**config.mk**
```make
export PLATFORM = sky130hd
export DESIGN_NAME = mod_updown_counter_flat
export DESIGN_NICKNAME = d
export VERILOG_FILES = /design/src/rtl/mod_updown_counter_pkg.sv /design/src/rtl/mod_updown_counter_if.sv /design/src/rtl/mod_updown_counter_prescaler.sv /design/src/rtl/mod_updown_counter.sv /design/src/flat_wrapper.sv
export SDC_FILE = /design/constraint.sdc
export NUM_CORES = 1
export LEC_CHECK = 0
export BUFFER_PORTS_ARGS = -buffer_cell sky130_fd_sc_hd__buf_2
export CAP_MARGIN = 20
export CORE_ASPECT_RATIO = 1.4
export CORE_UTILIZATION = 45
export DETAILED_ROUTE_END_ITERATION = 8
export PLACE_DENSITY = 0.78
export SLEW_MARGIN = 15
export SYNTH_ARGS = -nofsm -noshare
export SYNTH_HDL_FRONTEND = slang
export SYNTH_SLANG_ARGS = --single-unit
```
**constraint.sdc**
```tcl
create_clock -name clk -period 3.1 [get_ports clk]
set_clock_uncertainty 0.05 [all_clocks]
set_input_delay 0.62 -clock clk [delete_from_list [all_inputs] [get_ports clk]]
set_output_delay 0.62 -clock clk [all_outputs]
set_load 0.01 [all_outputs]
```
**src/rtl/mod_updown_counter_pkg.sv**
```systemverilog
// Shared types and constants for the modulo up/down counter family.
// Imported by the counter top and its optional prescaler.
package cnt_pkg;

    typedef enum logic {
        CNT_DOWN = 1'b0,
        CNT_UP   = 1'b1
    } cnt_dir_e;

    typedef enum logic {
        CNT_WRAP    = 1'b0,
        CNT_ONESHOT = 1'b1
    } cnt_mode_e;

    localparam int CNT_MIN_WIDTH = 2;

    // Bits needed for a counter that must reach n-1; never less than one bit.
    function automatic int cnt_ctr_width(input int n);
        return (n > 1) ? $clog2(n) : 1;
    endfunction

endpackage

```
**src/rtl/mod_updown_counter_if.sv**
```systemverilog
// Control/status bundle of the modulo up/down counter.
// The master drives the controls; the counter (slave) drives count_out/done/halted.
interface mod_updown_counter_if #(
    parameter int WIDTH = 8
);

    logic             clr;
    logic             load;
    logic [WIDTH-1:0] load_val;
    logic             en;
    logic             dir;
    logic             mode;
    logic [WIDTH-1:0] mod_val;
    logic [WIDTH-1:0] count_out;
    logic             done;
    logic             halted;

    modport master (
        output clr, load, load_val, en, dir, mode, mod_val,
        input  count_out, done, halted
    );

    modport slave (
        input  clr, load, load_val, en, dir, mode, mod_val,
        output count_out, done, halted
    );

endinterface

```
**src/rtl/mod_updown_counter_prescaler.sv**
```systemverilog
// Clock-enable divider: tick_o pulses on every PRESCALE-th cycle with en_i high.
// Only instantiated when CNT_PRESCALE_EN is defined.
module cnt_prescaler
    import cnt_pkg::*;
#(
    parameter int PRESCALE = 4
) (
    input  logic clk,
    input  logic rstn,
    input  logic clear_i,
    input  logic en_i,
    output logic tick_o
);

    localparam int PW = cnt_ctr_width(PRESCALE);

    logic [PW-1:0] pre_q;
    logic [PW-1:0] pre_d;
    logic          last;

    assign last   = (pre_q == PW'(PRESCALE - 1));
    assign tick_o = en_i && last;

    always_comb begin
        pre_d = pre_q;
        if (clear_i) begin
            pre_d = '0;
        end else if (en_i) begin
            pre_d = last ? '0 : pre_q + PW'(1);
        end
    end

    always_ff @(posedge clk or negedge rstn) begin
        if (!rstn) begin
            pre_q <= '0;
        end else begin
            pre_q <= pre_d;
        end
    end

endmodule

```
**src/rtl/mod_updown_counter.sv**
```systemverilog
// Modulo up/down counter: run-time modulus, direction, clear/load, one-shot or auto-reload.
// Define CNT_PRESCALE_EN to add a PRESCALE-cycle clock-enable divider ahead of the step logic.
module mod_updown_counter
    import cnt_pkg::*;
#(
    parameter int WIDTH = 8
`ifdef CNT_PRESCALE_EN
    ,
    parameter int PRESCALE = 4
`endif
) (
    input  logic                 clk,
    input  logic                 rstn,
    mod_updown_counter_if.slave  bus_io
);

    if (WIDTH < CNT_MIN_WIDTH) begin : gBadWidth
        $error("mod_updown_counter: WIDTH must be at least 2");
    end

    logic [WIDTH-1:0] count_q;
    logic [WIDTH-1:0] count_d;
    logic             done_q;
    logic             done_d;
    logic             halted_q;
    logic             halted_d;

    logic             step_en;
    logic             tick;
    logic             terminal;
    logic [WIDTH-1:0] step_val;

    assign step_en = bus_io.en && !halted_q;

`ifdef CNT_PRESCALE_EN
    cnt_prescaler #(
        .PRESCALE (PRESCALE)
    ) u_prescaler (
        .clk     (clk),
        .rstn    (rstn),
        .clear_i (bus_io.clr || bus_io.load),
        .en_i    (step_en),
        .tick_o  (tick)
    );
`else
    assign tick = 1'b1;
`endif

    // Up uses >= so a count left above mod_val by a load or modulus change recovers on its next step.
    always_comb begin
        terminal = 1'b0;
        step_val = count_q;
        if (cnt_dir_e'(bus_io.dir) == CNT_UP) begin
            terminal = (count_q >= bus_io.mod_val);
            step_val = terminal ? '0 : count_q + WIDTH'(1);
        end else begin
            terminal = (count_q == '0);
            step_val = terminal ? bus_io.mod_val : count_q - WIDTH'(1);
        end
    end

    // A one-shot terminal step keeps the count where it is and freezes until clr or load.
    always_comb begin
        count_d  = count_q;
        done_d   = 1'b0;
        halted_d = halted_q;
        if (bus_io.clr) begin
            count_d  = '0;
            halted_d = 1'b0;
        end else if (bus_io.load) begin
            count_d  = bus_io.load_val;
            halted_d = 1'b0;
        end else if (step_en && tick) begin
            done_d = terminal;
            if (terminal && cnt_mode_e'(bus_io.mode) == CNT_ONESHOT) begin
                halted_d = 1'b1;
            end else begin
                count_d = step_val;
            end
        end
    end

    always_ff @(posedge clk or negedge rstn) begin
        if (!rstn) begin
            count_q  <= '0;
            done_q   <= 1'b0;
            halted_q <= 1'b0;
        end else begin
            count_q  <= count_d;
            done_q   <= done_d;
            halted_q <= halted_d;
        end
    end

    assign bus_io.count_out = count_q;
    assign bus_io.done      = done_q;
    assign bus_io.halted    = halted_q;

endmodule

```
**src/flat_wrapper.sv**
```systemverilog
// flat-port wrapper written by rule: the top's interface ports become plain ports
module mod_updown_counter_flat import cnt_pkg::*;
#(
    parameter int WIDTH = 8

)
  (clk, rstn, bus_io_clr, bus_io_load, bus_io_load_val, bus_io_en, bus_io_dir, bus_io_mode, bus_io_mod_val, bus_io_count_out, bus_io_done, bus_io_halted);
  mod_updown_counter_if #(.WIDTH(WIDTH)) bus_io_i ();
  input  logic clk;
  input  logic rstn;
  input wire logic [$bits(bus_io_i.clr)-1:0] bus_io_clr;
  input wire logic [$bits(bus_io_i.load)-1:0] bus_io_load;
  input wire logic [$bits(bus_io_i.load_val)-1:0] bus_io_load_val;
  input wire logic [$bits(bus_io_i.en)-1:0] bus_io_en;
  input wire logic [$bits(bus_io_i.dir)-1:0] bus_io_dir;
  input wire logic [$bits(bus_io_i.mode)-1:0] bus_io_mode;
  input wire logic [$bits(bus_io_i.mod_val)-1:0] bus_io_mod_val;
  output wire logic [$bits(bus_io_i.count_out)-1:0] bus_io_count_out;
  output wire logic [$bits(bus_io_i.done)-1:0] bus_io_done;
  output wire logic [$bits(bus_io_i.halted)-1:0] bus_io_halted;
  assign bus_io_i.clr = bus_io_clr;
  assign bus_io_i.load = bus_io_load;
  assign bus_io_i.load_val = bus_io_load_val;
  assign bus_io_i.en = bus_io_en;
  assign bus_io_i.dir = bus_io_dir;
  assign bus_io_i.mode = bus_io_mode;
  assign bus_io_i.mod_val = bus_io_mod_val;
  assign bus_io_count_out = bus_io_i.count_out;
  assign bus_io_done = bus_io_i.done;
  assign bus_io_halted = bus_io_i.halted;
  mod_updown_counter #(.WIDTH(WIDTH)) u_core (.clk(clk), .rstn(rstn), .bus_io(bus_io_i));
endmodule
```
# After elaboration in Yosys (flattened, before gate mapping)
# Index checks and enable logic that the tools add are counted.
# op_classes
order_cmp	1
eq_ne	1
addsub	2
mux	15
reduce_logical	8
# op_table
cell	count
two-way mux 8 bit	7
adder 8 x 1 -> 8 bit (second input constant)	1
greater-or-equal comparator 8 bit	1
zero test 8 bit	1
two-way mux 1 bit	8
subtractor 8 x 1 -> 8 bit (second input constant)	1
nonzero test 3 bit	2
AND reduction 2 bit	2
!= test 3 bit (second input constant)	1
logical AND 1 bit	2
zero test 1 bit	1
# word_totals
wordCells	30
input_bits	23
out_inout_bits	10
reg_bits	10

# Logic depth before layout (Yosys ltp)
# logic_depth
ltp_word	7
mapped_depth	10
mapped_depth_nobuf	8

# Worst setup path before layout
# No wires, ideal clock.
# synth_path
path_kind	input-to-reg
start	in bus_io_mod_val[2]
end	reg u_core.count_q[3] (netlist: u_core.bus_io.count_out[3])
setup_time_ns	0.137
cell_stages	9
required_ns	2.913
arrival_time_ns	2.197
slack_ns	0.715
path_cell_list	inv_1 ha_1 or4_1 a21oi_2 o31ai_2 a22o_4 buf_6 o21ai_0 o41ai_2
# synth_via
elab_chain_len	7
# synth_rtl
element	line	rtl
start, declared	flat_wrapper.sv:17	input wire logic [$bits(bus_io_i.mod_val)-1:0] bus_io_mod_val;
greater-or-equal comparator 8 bit *	mod_updown_counter.sv:54	terminal = (count_q >= bus_io.mod_val);
two-way mux 8 bit	mod_updown_counter.sv:55	step_val = terminal ? '0 : count_q + WIDTH'(1);
two-way mux 8 bit	mod_updown_counter.sv:53	if (cnt_dir_e'(bus_io.dir) == CNT_UP) begin
two-way mux 8 bit	mod_updown_counter.sv:75	if (terminal && cnt_mode_e'(bus_io.mode) == CNT_ONESHOT) begin
two-way mux 8 bit	mod_updown_counter.sv:73	end else if (step_en && tick) begin
two-way mux 8 bit	mod_updown_counter.sv:70	end else if (bus_io.load) begin
two-way mux 8 bit	mod_updown_counter.sv:67	if (bus_io.clr) begin
end signal, assigned	mod_updown_counter.sv:89	count_q <= count_d;
end, declared	mod_updown_counter.sv:21	logic [WIDTH-1:0] count_q;
# Mark *: on every way between the ends. The rest lies on a longest branch, timed or not. The select of a mux whose other input is x is not followed.
# A chain may end at the register's enable or synchronous reset.

# Final worst setup path
# layout_path
start	reg u_core.count_q[4] (netlist: u_core.bus_io.count_out[4])
end	reg u_core.halted_q (netlist: u_core.bus_io.halted)
# layout_via
elab_chain_len	5
# layout_rtl
element	line	rtl
greater-or-equal comparator 8 bit or zero test 8 bit (tied branches)	mod_updown_counter.sv:54, mod_updown_counter.sv:57	
two-way mux 1 bit *	mod_updown_counter.sv:53	
logical AND 1 bit *	mod_updown_counter.sv:75	
nonzero test 3 bit (no line) *	-	
AND reduction 2 bit (no line) *	-	
end signal, assigned	mod_updown_counter.sv:91	halted_q <= halted_d;
end, declared	mod_updown_counter.sv:25	logic halted_q;
# Mark *: on every way between the ends. The rest lies on a longest branch, timed or not.

==> summary.md <==
| Metric | Value |
|---|---|
| Setup_tns | 0 ps |
| Minimum clock period after layout | 2710 ps |
| Total track usage | 22.6% |
| Worst Max-Slew Pin Slew | 896 ps |
| Peak supply drop | 356 uV |
| Nature of the critical path endpoint | flip-flop |
| Post-CTS Setup Inserts | 0 |
| Synth async-reset ratio | 100% |
| # DRC | 0 |
| Yosys warning count | 0 |
| Share of cells above drive strength 1 | 27.3% |
| Hold Violations, Final | 0 |
| Cell Area, Placed | 1350 um^2 |
| Via/cell ratio | 5.70 |
| Reg2Reg Depth | 7 |
| Vias | 1197 |
| Multi-input gate area | 818 um^2 |
| Num ports | 33 |
| Antenna cells | 0 |
| FP Rows | 21 |
| Status | finished clean |
| WL/cell | 14.2 um |
| Cell Chain, Critical Path | ha_1, o21a_1, a21oi_1, o31ai_2, o21ai_0, o21ba_2, nor3_1 |
| Worst-path clk slew | 70 ps |
| H-tree level count | 1 |
| Most frequent cells in the layout | buf_2, nor2_1, inv_1 |
| Power share of the clock group | 17.4% |
| Core area | 2440 um^2 |
| Clock buffer depth | 2 |
| Power density cells | 392 nW/um^2 |
| Avg Cell Area, Syn | 7.95 um^2 |
| Ys flop type | dfrtp_1 |
| Sequential area share after synthesis | 21.3% |
| CTS Buf Count | 3 |
| Mapped Area | 1180 um^2 |
| Setup repair after global routing missed its margin | false |
| Max-cap violations | 0 |
| Die ar. | 2820 um^2 |
| Root buf cell | clkbuf_4 |
| Filler cells | 244 |
| Leakage power | 0.000663 uW |
| Slew headroom | 39.9% |
| CP Class | flip-flop to flip-flop |
| Area Overhead vs Synth | 16.4% |
| CP Launch Type | flip-flop |
| Worst path max stage delay | 790 ps |
| Pint | 311 uW |
| Register area | 250 um^2 |
| Final GP Congestion | 0.843 |
| PostCTS Resize Cnt | 0 |
| Drt total wl | 2.99 mm |
| CTS Sinks | 10 |
| Netlist cell types | 44 |
| Worst Hold Class | input pin to asynchronous set/reset pin |
| Post-synth EDFFs | 0 |
| Vias in the first global route | 1111 |
| Global-route wire length before repair | 4.93 mm |
| DRT Pass-1 Iters | 4 |
| Most common cell after layout, fill and taps aside | buf_2 |
| Final setup violation count | 0 |
| Comb power frac | 50.5% |
| Die Y | 62.5 um |
| Core Util, Final | 56.0% |
| Final instance area | 1370 um^2 |
| Later-pin clock latency in the skew report | 280 ps |
| Initial Util | 48.1% |
| Remaining antenna violation count | 0 |
| Initial antenna violation count | 0 |
| FMAX | 0.369 GHz |
| TritonCTS clock tree | yes |
| Switching Share | 42.0% |
| Switching power | 226 uW |
| Seq pwr share | 32.1% |
| Syn nets | 182 |
| Flops & latches, synth | 10 |
| Initial detailed-routing violation count | 71 |
| CTS Hold Bufs | 0 |
| Max Slew Vio Count | 0 |
| Placed wire-length estimate | 2.32 mm |
| Largest net degree at the start of global routing | 17 |
| CP arrival | 2850 ps |
| Crit path required time | 3240 ps |
| Worst path slowest cell | o31ai_2 |
| Die width | 45.2 um |
| Grt total ovfl | 0 |
| Crit share post-route | 87.4% |
| Post-Synthesis Cells | 148 |
| CP max FO | 13 |
| Layout Nets | 212 |
| Port Buffers | 32 |
==> path summary, 6_finish.rpt <==
check                                                        from  slack [ps]                                     end
max in group asynchronous                                    rstn        2650  u_core.bus_io.count_out[4]$_DFFE_PN0P_
min reg2reg                      u_core.bus_io.halted$_DFFE_PN0P_         550            u_core.bus_io.done$_DFF_PN0_
min in group clk                 u_core.bus_io.halted$_DFFE_PN0P_         550            u_core.bus_io.done$_DFF_PN0_
max reg2reg                u_core.bus_io.count_out[4]$_DFFE_PN0P_         390        u_core.bus_io.halted$_DFFE_PN0P_
max                        u_core.bus_io.count_out[4]$_DFFE_PN0P_         390        u_core.bus_io.halted$_DFFE_PN0P_
min                                                          rstn         150  u_core.bus_io.count_out[3]$_DFFE_PN0P_
==> metal layers <==
layer	wire, um	track usage [%]
met4	63	9.47
met3	125	1.73
met2	1540	35.9
met5	0	0
met1	1260	30.6
==> per-stage QoR <==
stage	std cells	setup slack, ps	power, uW	hold WS, ps
final	210	392	537	146
after global routing	210	132	578	160
after CTS	210	405	535	163
after detailed placement	207	270	443	448
after global placement	207	331	437	446
after floorplan	148	715	369	274
==> cells by family (layout without fill, tap and decap cells) <==
kind of cell	Yosys count	in the layout	share of synthesized area, %
multiplexers	2	2	1.91
AO/OA/AOI/OAI	42	42	28.1
adder cells (fa/ha/maj)	11	11	11.7
flip-flops	10	10	21.3
buffers and inverters	24	52	9.15
XOR/XNOR	6	6	4.47
AND/OR/NAND/NOR	53	53	23.4
==> final cells by class <==
| class | count | area share (%) |
|---|---|---|
| inverter | 14 | 3.84 |
| multi-input combinational | 114 | 59.8 |
| timing repair buffer | 35 | 13.3 |
| clock buffer | 3 | 1.65 |
| tap | 34 | 3.11 |
| sequential | 10 | 18.3 |
==> power groups by stage <==
| stage | Combinational [uW] | Clock, uW | Sequential, uW |
|---|---|---|---|
| 2_1_floorplan | 198 | 0 | 172 |
| 6_report | 271 | 93.3 | 172 |
| 3_3_place_gp | 263 | 0 | 174 |
| 3_5_place_dp | 269 | 0 | 174 |
| 5_1_grt | 303 | 99.6 | 175 |
| 4_1_cts | 270 | 92.6 | 172 |
==> critical path, delay by kind of cell, from the launching register on <==
family,cells,cell delay (ps)
compound gates,5,1570
flops,1,520
simple gates,1,140
fa+ha+maj,1,350
==> synth_stat cells (3+ instances only) <==
cell type  instances  area, um^2
a211oi_1           4        30.0
a21oi_1            8        40.0
buf_2              5        25.0
clkbuf_1           3        11.3
dfrtp_1           10         250
ha_1              11         138
inv_1             13        48.8
nand2_1           10        37.5
nand2b_1           3        18.8
nand3_1            3        15.0
nor2_1            18        67.6
nor3_1             6        30.0
nor3b_1            3        22.5
o21ai_0            7        35.0
o41ai_1            4        35.0
xnor2_1            4        35.0
==> sequential cells by signal, indices dropped and copies added, names as in the netlist <==
signal	cells
u_core.bus_io.done	1
u_core.bus_io.halted	1
u_core.bus_io.count_out	8
Note: power is estimated with default switching activity, not from simulation.
